===== src/rtl/hazard_pkg.sv =====
// Shared types for the pipeline hazard stall/flush controller.
package hazard_pkg;
  typedef enum logic {RUN, MEM_WAIT} hz_state_t;
  typedef logic [4:0] reg_idx_t;
  localparam reg_idx_t REG_ZERO = 5'd0;
endpackage


===== src/rtl/hazard_perf_counters.sv =====
// Three saturating event counters for load-use, branch and memory-wait hazards.
module hazard_perf_counters #(
  parameter int CNT_W = 32
) (
  input  logic             clk,
  input  logic             rst,
  input  logic             lu_evt,
  input  logic             br_evt,
  input  logic             mw_evt,
  output logic [CNT_W-1:0] lu_cnt,
  output logic [CNT_W-1:0] br_cnt,
  output logic [CNT_W-1:0] mw_cnt
);

  function automatic logic [CNT_W-1:0] sat_inc(input logic [CNT_W-1:0] v, input logic en);
    if (en && (v != '1)) return v + CNT_W'(1);
    return v;
  endfunction

  always_ff @(posedge clk or posedge rst) begin
    if (rst) begin
      lu_cnt <= '0;
      br_cnt <= '0;
      mw_cnt <= '0;
    end else begin
      lu_cnt <= sat_inc(lu_cnt, lu_evt);
      br_cnt <= sat_inc(br_cnt, br_evt);
      mw_cnt <= sat_inc(mw_cnt, mw_evt);
    end
  end

endmodule


===== src/rtl/hazard_stall_ctrl.sv =====
// Stall/flush controller for the 5-stage pipeline with bounded data-memory wait.
// Optional performance counters are built when HAZARD_PERF_CNT_EN is defined.
module hazard_stall_ctrl
  import hazard_pkg::*;
#(
  parameter int MEM_TIMEOUT = 16,
  parameter int CNT_W       = 32
) (
  input  logic     clk,
  input  logic     rst,
  input  reg_idx_t Rs1_D,
  input  reg_idx_t Rs2_D,
  input  reg_idx_t RD_E,
  input  logic     RegWriteE,
  input  logic     ResultSrcE0,
  input  logic     PCSrcE,
  input  logic     MemReqM,
  input  logic     MemReadyM,
  output logic     StallF,
  output logic     StallD,
  output logic     StallE,
  output logic     StallM,
  output logic     FlushD,
  output logic     FlushE,
  output logic     FlushW,
  output logic     mem_err
`ifdef HAZARD_PERF_CNT_EN
  ,
  output logic [CNT_W-1:0] lu_cnt,
  output logic [CNT_W-1:0] br_cnt,
  output logic [CNT_W-1:0] mw_cnt
`endif
);

  localparam int WCNT_W = $clog2(MEM_TIMEOUT + 1);
  localparam logic [WCNT_W-1:0] WCNT_LAST = WCNT_W'(MEM_TIMEOUT - 1);

  hz_state_t         state, state_nxt;
  logic [WCNT_W-1:0] wcnt, wcnt_nxt;
  logic              lw_stall, mem_hold, mem_stall, err_set;

  assign lw_stall = ResultSrcE0 & RegWriteE & (RD_E != REG_ZERO) &
                    ((RD_E == Rs1_D) | (RD_E == Rs2_D));
  assign mem_hold = MemReqM & ~MemReadyM;

  always_ff @(posedge clk or posedge rst) begin
    if (rst) begin
      state   <= RUN;
      wcnt    <= '0;
      mem_err <= 1'b0;
    end else begin
      state <= state_nxt;
      wcnt  <= wcnt_nxt;
      if (err_set) mem_err <= 1'b1;
    end
  end

  // mem_stall is the only condition that freezes the pipe; timeout forces RUN-style release
  always_comb begin
    state_nxt = state;
    wcnt_nxt  = wcnt;
    mem_stall = 1'b0;
    err_set   = 1'b0;
    case (state)
      RUN: begin
        if (mem_hold) begin
          mem_stall = 1'b1;
          state_nxt = MEM_WAIT;
          wcnt_nxt  = WCNT_W'(1);
        end
      end
      MEM_WAIT: begin
        if (MemReadyM) begin
          state_nxt = RUN;
          wcnt_nxt  = '0;
        end else if (wcnt == WCNT_LAST) begin
          err_set   = 1'b1;
          state_nxt = RUN;
          wcnt_nxt  = '0;
        end else begin
          mem_stall = 1'b1;
          wcnt_nxt  = wcnt + WCNT_W'(1);
        end
      end
    endcase
  end

  // While the pipe is frozen, load-use and redirect wait until E re-evaluates on release
  always_comb begin
    StallF = 1'b0;
    StallD = 1'b0;
    StallE = 1'b0;
    StallM = 1'b0;
    FlushD = 1'b0;
    FlushE = 1'b0;
    FlushW = 1'b0;
    if (rst) begin
      FlushD = 1'b1;
      FlushE = 1'b1;
    end else if (mem_stall) begin
      StallF = 1'b1;
      StallD = 1'b1;
      StallE = 1'b1;
      StallM = 1'b1;
      FlushW = 1'b1;
    end else begin
      StallF = lw_stall;
      StallD = lw_stall;
      FlushD = PCSrcE;
      FlushE = lw_stall | PCSrcE;
    end
  end

`ifdef HAZARD_PERF_CNT_EN
  hazard_perf_counters #(
    .CNT_W (CNT_W)
  ) u_perf (
    .clk    (clk),
    .rst    (rst),
    .lu_evt (lw_stall & ~mem_stall),
    .br_evt (PCSrcE & ~mem_stall),
    .mw_evt (mem_stall),
    .lu_cnt (lu_cnt),
    .br_cnt (br_cnt),
    .mw_cnt (mw_cnt)
  );
`endif

endmodule


===== config.mk =====
export PLATFORM = sky130hd
export DESIGN_NAME = hazard_stall_ctrl
export DESIGN_NICKNAME = d
export VERILOG_FILES = /design/src/rtl/hazard_pkg.sv /design/src/rtl/hazard_perf_counters.sv /design/src/rtl/hazard_stall_ctrl.sv
export SDC_FILE = /design/constraint.sdc
export NUM_CORES = 1
export LEC_CHECK = 0
export BUFFER_PORTS_ARGS = -buffer_cell sky130_fd_sc_hd__buf_2
export CAP_MARGIN = 20
export CORE_MARGIN = 5
export CORE_UTILIZATION = 42
export DETAILED_ROUTE_END_ITERATION = 8
export PLACE_DENSITY = 0.76
export REMOVE_ABC_BUFFERS = 1
export SLEW_MARGIN = 20
export SYNTH_ARGS = -nofsm -noshare
export SYNTH_HDL_FRONTEND = slang
export SYNTH_HIERARCHICAL = 1
export SYNTH_SLANG_ARGS = --single-unit

===== constraint.sdc =====
create_clock -name clk -period 1.57 [get_ports clk]
set_input_delay 0.157 -clock clk [delete_from_list [all_inputs] [get_ports clk]]
set_output_delay 0.157 -clock clk [all_outputs]
set_load 0.005 [all_outputs]

# Word-level counts from Yosys, hierarchy flattened
# Index checks and enable logic that the tools add are counted.
# word_totals
ff_bits	7
word_cells	36
output_inout_bits	8
# classes
bitwise_logic	8
n_addsub	1
eq_ne	4
muxes	19
n_reduce_logical	1
# op_table
op	count
$mux 5	3
$mux 1	14
$eq 5x5->1	2
$pmux 5 s2	1
$add 5x1->5 const B	1
$eq 5x4->1 const B	1
$reduce_bool 5->1	1
$and 1x1->1	4
$ne 2x2->1 const B	1
$not 1->1	2
$or 1x1->1	2
$pmux 1 s2	1

# Longest topological paths before layout
# Gate-level depths: netlist (run 1).
# logic_depth
word_depth	6
ltp_mapped	5

# Worst setup path before layout (run 1)
# OpenSTA, ideal clock, no wires.
# synth_timing
path_kind	register to output
startpoint	register wcnt[0]
endpoint	output StallF
arrival_time_ns	1.287
t_required_ns	1.413
path_stages_with_launch	6
slack_ns	0.126
cell_sequence	dfrtp_1 ha_1 nand4b_2 a32oi_2 o31ai_1 buf_4
# synth_between
elab_chain_len	6
# synth_lines
item	line	text
start, declared	hazard_stall_ctrl.sv:39	logic [WCNT_W-1:0] wcnt, wcnt_nxt;
start signal, assigned	hazard_stall_ctrl.sv:53	wcnt <= wcnt_nxt;
$eq 5x4->1	hazard_stall_ctrl.sv:76	end else if (wcnt == WCNT_LAST) begin
$mux 1	hazard_stall_ctrl.sv:76	
$mux 1	hazard_stall_ctrl.sv:73	if (MemReadyM) begin
$pmux 1 s2	hazard_stall_ctrl.sv:64	case (state)
$mux 1 (2 in a row)	-	
end, declared	hazard_stall_ctrl.sv:19	output logic StallF,
# Every way passes these cells.

# Worst setup path after layout (run 1)
# layout_timing
startpoint	register wcnt[0]
endpoint	output FlushE
# layout_between
elab_chain_len	6
# layout_lines
item	line	text
$eq 5x4->1	hazard_stall_ctrl.sv:76	
$mux 1	hazard_stall_ctrl.sv:76	
$mux 1	hazard_stall_ctrl.sv:73	
$pmux 1 s2	hazard_stall_ctrl.sv:64	
$mux 1	hazard_stall_ctrl.sv:100	end else if (mem_stall) begin
$mux 1	hazard_stall_ctrl.sv:97	if (rst) begin
end, declared	hazard_stall_ctrl.sv:24	output logic FlushE,
# Every way passes these cells.

==> out/results.md, run 1 <==
| Item | Value | Unit |
|---|---|---|
| Failing checks | setup timing | - |
| Type of the worst setup path | register to output port | - |
| Launching element type of the critical path | register | - |
| Routed via count | 603 | - |
| Final hold violation count | 0 | - |
| Total Power | 601 | µW |
| Top-level port count | 30 | - |
| Sum of negative setup slack | -484 | ps |
| Max-cap viol count | 0 | - |
| RSZ-0062 raised after global routing | true | - |
| Most used cells in the layout excluding fill and tap cells | 29 x sky130_fd_sc_hd__buf_2, 11 x sky130_fd_sc_hd__xor2_1, 10 x sky130_fd_sc_hd__buf_4 | - |
| Routed wirelength normalized by instance count | 13.3 | µm |
| Outcome | finished, violations left | - |
| Die boundary height | 46.2 | µm |
| Syn avg cell area | 9.33 | µm² |
| Fillers | 110 | - |
| Post-DP HPWL | 1170 | µm |
| Die Wd | 46.2 | µm |
| Crit path cell chain | ha_4 -> nand4b_4 -> a32oi_4 -> inv_2 -> o22ai_1 -> buf_2 | - |
| Kind of end point of the critical path | output port | - |
| Cell area power density | 715 | mW/mm² |
| Global-route usage over all layers | 0.158 | - |
| Max-slew violation count | 0 | - |
| CP max-delay cell | sky130_fd_sc_hd__dfrtp_1 | - |
| TritonCTS clock tree | yes | - |
| Buffer type at the clock tree root | sky130_fd_sc_hd__clkbuf_4 | - |
| GR Overflow Total | 0 | - |
| CORE AREA | 0.00127 | mm² |
| Max incr delay on CP | 400 | ps |
| DR iter-0 viols | 7 | - |
| Data arrival, critical path | 1540 | ps |
| Measured slew at the worst slew-check pin | 344 | ps |
| Largest area contributor in the synthesized netlist | sky130_fd_sc_hd__dfrtp_1 | - |
| Worst Hold Margin | 259 | ps |
| Setup Skew | 1.01 | ps |
| Portion of the clock cycle consumed by the worst path in the final layout | 1.08 | - |
| Clk sink count | 7 | - |
| Number of global-route vias before repair | 625 | - |
| Sequential cell area | 175 | µm² |
| Clock-pin transition on the worst setup and hold timing paths | 50 | ps |
| Area Overhead vs Synth | 52.7 | % |
| Final min period | 1700 | ps |
| Count of nets after finishing | 124 | - |
| Maximum clock rate | 0.590 | GHz |
| Normalized max-slew margin | 0.770 | - |
| Sequential area share after synthesis | 0.318 | - |
| Cell count after synthesis | 59 | - |
| CTS buffer count | 3 | - |
| Maximum level of the CTS H-tree | 1 | - |
| Residual DRC | 0 | - |
| GPL Wtd Cong | 0.756 | - |
| Yosys warnings | 6 | - |
| Final WS setup | -126 | ps |
| Required time at the endpoint of the critical path | 1410 | ps |
| Lkg Pwr | 0.462 | nW |
| Std-Cell Rows | 13 | - |
| Number of buffers added on ports | 29 | - |
| Largest net degree at the start of global routing | 8 | - |
| Number of library cell types mapped by synthesis | 26 | - |
| Clock latency on the worst-skew pair | 250 | ps |
| First-pass iteration count of the detailed router | 4 | - |
| Remaining antenna violation count after routing | 0 | - |
| Kind of path behind the tightest hold check | input pin to register | - |
| Vias per cell | 5.24 | - |
| Fraction of final layout cells with drive strength greater than 1 | 0.530 | - |
| Antenna violations before repair | 0 | - |
| Largest cells by area after synthesis | sky130_fd_sc_hd__dfrtp_1 32%, sky130_fd_sc_hd__xor2_1 18%, sky130_fd_sc_hd__nor2_1 5.5% | - |
| Number of buffers between clock root and the deepest sink | 2 | - |
| Most frequent standard cell in the layout excluding fill and tap cells | sky130_fd_sc_hd__buf_2 | - |
| Maximum fanout count along the critical path | 4 | - |
| Drt total wl | 1530 | µm |
| Area of combinational cells with multiple inputs | 383 | µm² |
| Diodes inserted | 0 | - |
| Die outline area | 0.00213 | mm² |
| #FFs+latches synth | 7 | - |
| Top cell type's share of synthesized area | 0.318 | - |
| First-pass GRT wire length | 2380 | µm |
| Number of buffer and inverter instances along the worst setup path | 2 | - |
| Peak ir drop on the vdd network | 0.000622 | V |
| Final setup violation count | 7 | - |
| Initial cell density of the core | 0.434 | - |
| Cell class contributing the biggest share of worst-path delay | flip-flops | - |
| Area of the mapped netlist | 551 | µm² |
## layer usage
metal  track usage  part of all wire  vias to the layer above
met1         0.165              0.38                      276
met5             0                 0                        -
met3        0.0469             0.076                        4
met4         0.102             0.016                        0
li1              -                 -                      289
met2         0.269              0.53                       34
## tightest hold or removal path, delay by kind of cell
kind / cells / cell delay [ps]
simple gates: 1 / 140
buf+inv: 1 / 90
compound gates: 1 / 80
## repair_timing
item	4_1_cts	5_1_grt
endpoints found under the hold margin	7	0
pin swaps	4	2
endpoints found under the setup margin	7	7
hold buffers	1	0
resized for setup	2	3
setup buffers	4	3
## power by group
part	switching (mW)	internal, mW
Combinational	0.102	0.119
Clock	0.0693	0.0972
Sequential	0.0173	0.197
## path summary, 6_finish.rpt
path	cells after the start	to	slack, ps	start
max in group asynchronous	3	wcnt[2]	820	rst
min in group asynchronous	3	state	500	rst
hold reg to reg	1	mem_err	480	mem_err
setup reg to reg	6	wcnt[4]	210	wcnt[0]
setup / recovery	6	FlushE	-130	wcnt[0]
hold / removal	3	mem_err	260	MemReadyM
## cells in the mapped netlist
library cell,number
sky130_fd_sc_hd__o21ai_0,1
sky130_fd_sc_hd__o211ai_2,1
sky130_fd_sc_hd__nand3_1,1
sky130_fd_sc_hd__o21ai_1,2
sky130_fd_sc_hd__xor2_1,11
sky130_fd_sc_hd__nand2_1,4
sky130_fd_sc_hd__nand4b_2,1
sky130_fd_sc_hd__o22ai_1,2
sky130_fd_sc_hd__ha_1,1
sky130_fd_sc_hd__a22oi_1,1
sky130_fd_sc_hd__and2b_2,1
sky130_fd_sc_hd__a31oi_1,1
sky130_fd_sc_hd__and2b_4,1
sky130_fd_sc_hd__nand2b_1,3
sky130_fd_sc_hd__nor3_2,2
sky130_fd_sc_hd__o21bai_1,1
sky130_fd_sc_hd__inv_1,1
sky130_fd_sc_hd__o31ai_1,1
sky130_fd_sc_hd__a32o_1,1
sky130_fd_sc_hd__buf_4,3
sky130_fd_sc_hd__nor2_1,8
sky130_fd_sc_hd__inv_2,1
sky130_fd_sc_hd__dfrtp_1,7
sky130_fd_sc_hd__a32oi_2,1
sky130_fd_sc_hd__o21a_1,1
sky130_fd_sc_hd__or4_4,1
## registers in the layout (all words and copies together) (netlist names)
signal   count
state        1
wcnt         5
mem_err      1
## per-stage QoR
step           cell area (µm²)  std cells   util  worst slack [ps]
2_1_floorplan              528         56      -               120
3_3_place_gp               714        103  0.563               108
3_5_place_dp               714        103  0.563              54.0
4_1_cts                    792        112  0.624              -127
5_1_grt                    841        115  0.663              -180
6_report                   841        115  0.663              -126
## kinds of logic (layout without fill, tap and decap cells)
| group | count (synthesis) | count (layout) | synth area share |
|---|---|---|---|
| compound gates | 13 | 13 | 0.186 |
| buf+inv | 5 | 46 | 0.0545 |
| flops | 7 | 7 | 0.318 |
| xor+xnor | 11 | 11 | 0.175 |
| fa+ha+maj | 1 | 1 | 0.0227 |
| simple gates | 22 | 22 | 0.243 |
## final cells by class
class	count	area share
Clock buffer	4	0.0313
Inverter	2	0.00893
Timing Repair Buffer	40	0.274
Tap cell	15	0.0223
Multi-Input combinational cell	47	0.455
Sequential cell	7	0.208
(Power assumes the default switching activity.)
==> run 2, diff against run 1 <==
--- a/config.mk
+++ b/config.mk
@@ -7,11 +7,13 @@
 export LEC_CHECK = 0
 export BUFFER_PORTS_ARGS = -buffer_cell sky130_fd_sc_hd__buf_2
 export CAP_MARGIN = 20
-export CORE_MARGIN = 5
-export CORE_UTILIZATION = 42
+export CORE_AREA = 5 5 42 44
+export CTS_BUF_LIST = sky130_fd_sc_hd__clkbuf_8
 export DETAILED_ROUTE_END_ITERATION = 8
-export PLACE_DENSITY = 0.76
+export DIE_AREA = 0 0 47 49
+export PLACE_DENSITY = 0.75
 export REMOVE_ABC_BUFFERS = 1
+export SKIP_LAST_GASP = 1
 export SLEW_MARGIN = 20
 export SYNTH_ARGS = -nofsm -noshare
 export SYNTH_HDL_FRONTEND = slang
==> out/results.md, run 2 (synthesis gave the netlist of run 1 again) <==
| Item | Value | Unit |
|---|---|---|
| Routed wirelength normalized by instance count | 12.8 | µm |
| Maximum clock rate | 0.617 | GHz |
| Failing checks | setup timing | - |
| Maximum fanout count along the critical path | 3 | - |
| Kind of end point of the critical path | output port | - |
| Final instance count without filler cells | 112 | - |
| Largest net degree at the start of global routing | 8 | - |
| Max-slew violation count | 0 | - |
| Switching power | 189 | µW |
| Grt peak-use layer | met2 | - |
| CP max-delay cell | sky130_fd_sc_hd__dfrtp_1 | - |
| Met1 global-route usage | 0.176 | - |
| CORE AREA | 0.00140 | mm² |
| Registers with the most flip-flops | wcnt: 5 flops, mem_err: 1 flops, state: 1 flops | - |
| Measured slew at the worst slew-check pin | 341 | ps |
| Global-route usage over all layers | 0.153 | - |
| Cell area power density | 799 | mW/mm² |
| Stages on worst setup path | 6 | - |
| GR met3 Demand/Resource | 0.0369 | - |
| Area Overhead vs Synth | 51.1 | % |
| Die Wd | 47 | µm |
| Number of buffers between clock root and the deepest sink | 2 | - |
| Kind of path behind the tightest hold check | input pin to register | - |
| Sum of negative setup slack | -178 | ps |
| Die boundary height | 49 | µm |
| Launching element type of the critical path | register | - |
| DR iter-0 viols | 12 | - |
| Worst setup startpoint | wcnt[1] | - |
| Outcome | finished, violations left | - |
| Initial cell density of the core | 0.393 | - |
| Post-DP HPWL | 1190 | µm |
| Most frequent standard cell in the layout excluding fill and tap cells | sky130_fd_sc_hd__buf_2 | - |
| Std-Cell Rows | 14 | - |
| Top-level port count | 30 | - |
| Final hold violation count | 0 | - |
| Worst reg-to-reg setup slack | 370 | ps |
| Vias per cell | 5.14 | - |
| Clock latency on the worst-skew pair | 230 | ps |
| CTS buffer count | 3 | - |
| Diodes inserted | 0 | - |
| Met2 GRT Util | 0.235 | - |
| Number of buffer and inverter instances along the worst setup path | 2 | - |
| Path depth of the worst reg2reg path | 4 | - |
| Register bank with the most flops | wcnt | - |
| Clock Power Share | 0.370 | - |
| Buffer type at the clock tree root | sky130_fd_sc_hd__clkbuf_8 | - |
| Remaining antenna violation count after routing | 0 | - |
| Cell total after placement | 104 | - |
| Switching power share of the total | 0.284 | - |
| Max incr delay on CP | 390 | ps |
| Most used cells in the layout excluding fill and tap cells | 29 x sky130_fd_sc_hd__buf_2, 11 x sky130_fd_sc_hd__xor2_1, 8 x sky130_fd_sc_hd__nor2_1 | - |
| Clock-pin transition on the worst setup and hold timing paths | 40 | ps |
| Maximum level of the CTS H-tree | 1 | - |
| RSZ-0062 raised after global routing | true | - |
| Worst flop-to-flop path startpoint | wcnt[1] | - |
| Number of flip-flops under the largest register name | 5 | - |
| Clk sink count | 7 | - |
| Max-cap viol count | 0 | - |
| R2r endpoint | wcnt[1] | - |
| Antenna violations before repair | 0 | - |
| GR Overflow Total | 0 | - |
| Crit path cell chain | ha_4 -> nand4b_4 -> a32oi_4 -> inv_2 -> o22ai_2 -> buf_2 | - |
| Peak ir drop on the vdd network | 0.000318 | V |
| Portion of the clock cycle consumed by the worst path in the final layout | 1.03 | - |
| Fraction of final layout cells with drive strength greater than 1 | 0.510 | - |
| Die outline area | 0.00230 | mm² |
| Setup Skew | 3.20 | ps |
| Lkg Pwr | 0.454 | nW |
| GPL Wtd Cong | 0.806 | - |
| Required time at the endpoint of the critical path | 1410 | ps |
| First-pass GRT wire length | 2580 | µm |
| Pint | 476 | µW |
| Cell class contributing the biggest share of worst-path delay | flip-flops | - |
| Routed via count | 576 | - |
| TritonCTS clock tree | yes | - |
| Count of nets after finishing | 120 | - |
| Final WS setup | -50.3 | ps |
| Drt total wl | 1440 | µm |
| Normalized max-slew margin | 0.772 | - |
| Part of the total power dissipated in sequential elements | 0.323 | - |
| Number of buffers added on ports | 29 | - |
| Data arrival, critical path | 1460 | ps |
| Number of global-route vias before repair | 651 | - |
| Type of the worst setup path | register to output port | - |
| Proportion of power drawn by combinational gates | 0.307 | - |
| Final setup violation count | 5 | - |
| First-pass iteration count of the detailed router | 4 | - |
| End of the critical path | FlushE | - |
| Residual DRC | 0 | - |
| Final min period | 1620 | ps |
## run 2: stage by stage
step	hold WS [ps]	area [µm²]	power (mW)	setup slack, ps	util
5_1_grt	341	832	0.708	-119	0.594
3_3_place_gp	152	716	0.373	120	0.511
2_1_floorplan	-24.5	528	0.300	120	-
6_report	296	832	0.665	-50.3	0.594
4_1_cts	289	821	0.666	-73.3	0.586
3_5_place_dp	158	716	0.380	37.7	0.511
## run 2: per-layer routing
layer / wire length [µm] / up-vias
met5: 0 / -
met4: 44 / 0
met3: 161 / 5
met2: 692 / 37
met1: 537 / 256
li1: - / 278
## run 2: power by group through the flow
| stage | sequential, mW | combinational [mW] | clock [mW] |
|---|---|---|---|
| 2_1_floorplan | 0.213 | 0.0874 | 0 |
| 3_3_place_gp | 0.212 | 0.160 | 0 |
| 3_5_place_dp | 0.215 | 0.165 | 0 |
| 4_1_cts | 0.214 | 0.200 | 0.251 |
| 5_1_grt | 0.216 | 0.233 | 0.260 |
| 6_report | 0.215 | 0.204 | 0.246 |
## run 2: area by class of cell
class | count | area [µm²]
Inverter | 2 | 7.51
Timing Repair Buffer | 36 | 200
Tap cell | 16 | 20.0
Clock buffer | 3 | 41.3
Sequential cell | 7 | 175
Multi-Input combinational cell | 47 | 384
Clock inverter | 1 | 3.75
Fill cell | 137 | 569
## run 2: what timing repair did
item	4_1_cts	5_1_grt
hold buffers	1	0
setup buffers	3	0
pin swaps	3	1
gates resized for setup	4	1
setup endpoints to repair	7	7
cloned	0	0
endpoints found under the hold margin	7	0
## run 2: worst min path at each step
stage | start | end | slack, ps | cells past startpoint
2_1_floorplan | rst | mem_err | -20 | 1
3_3_place_gp | rst | wcnt[0] | 150 | 2
3_5_place_dp | rst | wcnt[0] | 160 | 2
4_1_cts | MemReadyM | mem_err | 290 | 3
5_1_grt | MemReadyM | mem_err | 340 | 3
6_report | MemReadyM | mem_err | 300 | 3
## run 2: tightest hold or removal path, cell delays in order
cell                       delay [ps]
sky130_fd_sc_hd__buf_2             90
sky130_fd_sc_hd__nand2b_1         140
sky130_fd_sc_hd__o21bai_1          90
==> run 3, diff against run 2 <==
--- a/config.mk
+++ b/config.mk
@@ -13,6 +13,7 @@
 export DIE_AREA = 0 0 47 49
 export PLACE_DENSITY = 0.75
 export REMOVE_ABC_BUFFERS = 1
+export SKIP_CTS_REPAIR_TIMING = 1
 export SKIP_LAST_GASP = 1
 export SLEW_MARGIN = 20
 export SYNTH_ARGS = -nofsm -noshare
==> out/results.md, run 3 (synthesis gave the netlist of run 1 again) <==
| Item | Value | Unit |
|---|---|---|
| Global-route usage over all layers | 0.146 | - |
| GR Overflow Total | 0 | - |
| CTS buffer count | 3 | - |
| First-pass iteration count of the detailed router | 4 | - |
| Number of flip-flops under the largest register name | 5 | - |
| Largest net degree at the start of global routing | 9 | - |
| Final WS setup | -164 | ps |
| RSZ-0062 raised after global routing | true | - |
| Worst Hold Margin | 292 | ps |
| TritonCTS clock tree | yes | - |
| Most used cells in the layout excluding fill and tap cells | 29 x sky130_fd_sc_hd__buf_2, 11 x sky130_fd_sc_hd__xor2_1, 8 x sky130_fd_sc_hd__nor2_1 | - |
| Final setup violation count | 7 | - |
| Type of the worst setup path | register to output port | - |
| Maximum level of the CTS H-tree | 1 | - |
| Top-level port count | 30 | - |
| Measured slew at the worst slew-check pin | 337 | ps |
| Met2 layer wire length in the routed design | 665 | µm |
| Register bank with the most flops | wcnt | - |
| Lkg Pwr | 0.448 | nW |
| Post-DP HPWL | 1190 | µm |
| Total Power | 640 | µW |
| Cell area power density | 786 | mW/mm² |
| Normalized max-slew margin | 0.774 | - |
| Final Cell Area | 815 | µm² |
| Final hold violation count | 0 | - |
| Metal1 wirelength | 537 | µm |
| Clock latency on the worst-skew pair | 230 | ps |
| First-pass GRT wire length | 2470 | µm |
| Max-slew violation count | 0 | - |
| Data arrival, critical path | 1580 | ps |
| Diodes inserted | 0 | - |
| Number of global-route vias before repair | 617 | - |
| Highest metal layer used by the detailed router | met4 | - |
| Std-Cell Rows | 14 | - |
| Number of buffers added on ports | 29 | - |
| Antenna violations before repair | 0 | - |
| Kind of path behind the tightest hold check | input pin to register | - |
| Placement Cell Area | 716 | µm² |
| Max-cap viol count | 0 | - |
| Launching element type of the critical path | register | - |
| Routed via count | 575 | - |
| Routed wirelength normalized by instance count | 12.7 | µm |
| Remaining antenna violation count after routing | 0 | - |
| Failing checks | setup timing | - |
| Vias per cell | 5.18 | - |
| Final instance count without filler cells | 111 | - |
| Die Wd | 47 | µm |
| Cell total after placement | 104 | - |
| GPL Wtd Cong | 0.806 | - |
| Final min period | 1730 | ps |
| Count of nets after finishing | 119 | - |
| Outcome | finished, violations left | - |
| Residual DRC | 0 | - |
| Area Overhead vs Synth | 48.0 | % |
| Maximum clock rate | 0.577 | GHz |
| Portion of the clock cycle consumed by the worst path in the final layout | 1.10 | - |
| Fillers | 143 | - |
| Fraction of final layout cells with drive strength greater than 1 | 0.505 | - |
| Number of buffers between clock root and the deepest sink | 2 | - |
| Buffer type at the clock tree root | sky130_fd_sc_hd__clkbuf_8 | - |
| Initial cell density of the core | 0.393 | - |
| Die boundary height | 49 | µm |
| Setup Skew | 0.991 | ps |
| DR iter-0 viols | 13 | - |
| Most frequent standard cell in the layout excluding fill and tap cells | sky130_fd_sc_hd__buf_2 | - |
| Peak ir drop on the vdd network | 0.000300 | V |
| Maximum fanout count along the critical path | 4 | - |
| Registers with the most flip-flops | wcnt: 5 flops, mem_err: 1 flops, state: 1 flops | - |
| CORE AREA | 0.00140 | mm² |
| Kind of end point of the critical path | output port | - |
| Clk sink count | 7 | - |
| Die outline area | 0.00230 | mm² |
| Required time at the endpoint of the critical path | 1410 | ps |
| Drt total wl | 1410 | µm |
| Clock-pin transition on the worst setup and hold timing paths | 40 | ps |
| Met3 routed wirelength | 167 | µm |
| Finished Core Util | 0.581 | - |
-- run 3: path summary, 6_finish.rpt --
check | from | end | slack [ps] | cells after the start
max | wcnt[0] | FlushE | -160 | 6
min | MemReadyM | mem_err | 290 | 3
max reg2reg | wcnt[0] | wcnt[1] | 310 | 4
min reg2reg | mem_err | mem_err | 480 | 1
max in group asynchronous | rst | wcnt[2] | 780 | 3
min in group asynchronous | rst | wcnt[3] | 540 | 3
-- run 3: per-stage QoR --
step | setup slack [ps] | TNS [ps]
final | -164 | -754
after global routing | -218 | -1160
after CTS | -211 | -618
after detailed placement | 37.7 | 0
after global placement | 120 | 0
after floorplan | 120 | 0
-- run 3: layout make-up --
cell class                 instances  area (µm²)  area share
timing repair buffer              35         193       0.237
sequential                         7         175       0.215
inverter                           2        7.51     0.00922
clock buffer                       3        41.3      0.0507
multi-input combinational         47         374       0.459
tap                               16        20.0      0.0246
clock inverter                     1        3.75     0.00461
-- run 3: worst max-delay path, stage by stage (launching register included) --
cell and delay [ps]:
sky130_fd_sc_hd__dfrtp_1 390, sky130_fd_sc_hd__ha_2 230, sky130_fd_sc_hd__nand4b_4 120, sky130_fd_sc_hd__a32oi_4 260, sky130_fd_sc_hd__inv_2 90, sky130_fd_sc_hd__o22ai_2 140, sky130_fd_sc_hd__buf_2 130
-- run 3: routing by layer --
layer,up-vias,GRT usage
met5,-,0
met4,0,0.111
met3,4,0.0406
met2,41,0.210
met1,252,0.173
li1,278,-
-- run 3: power breakdown --
part / leakage [nW] / total, mW / internal (mW) / switching (mW)
Combinational: 0.327 / 0.183 / 0.0951 / 0.0881
Clock: 0.0269 / 0.243 / 0.169 / 0.0747
Sequential: 0.0937 / 0.214 / 0.197 / 0.0163
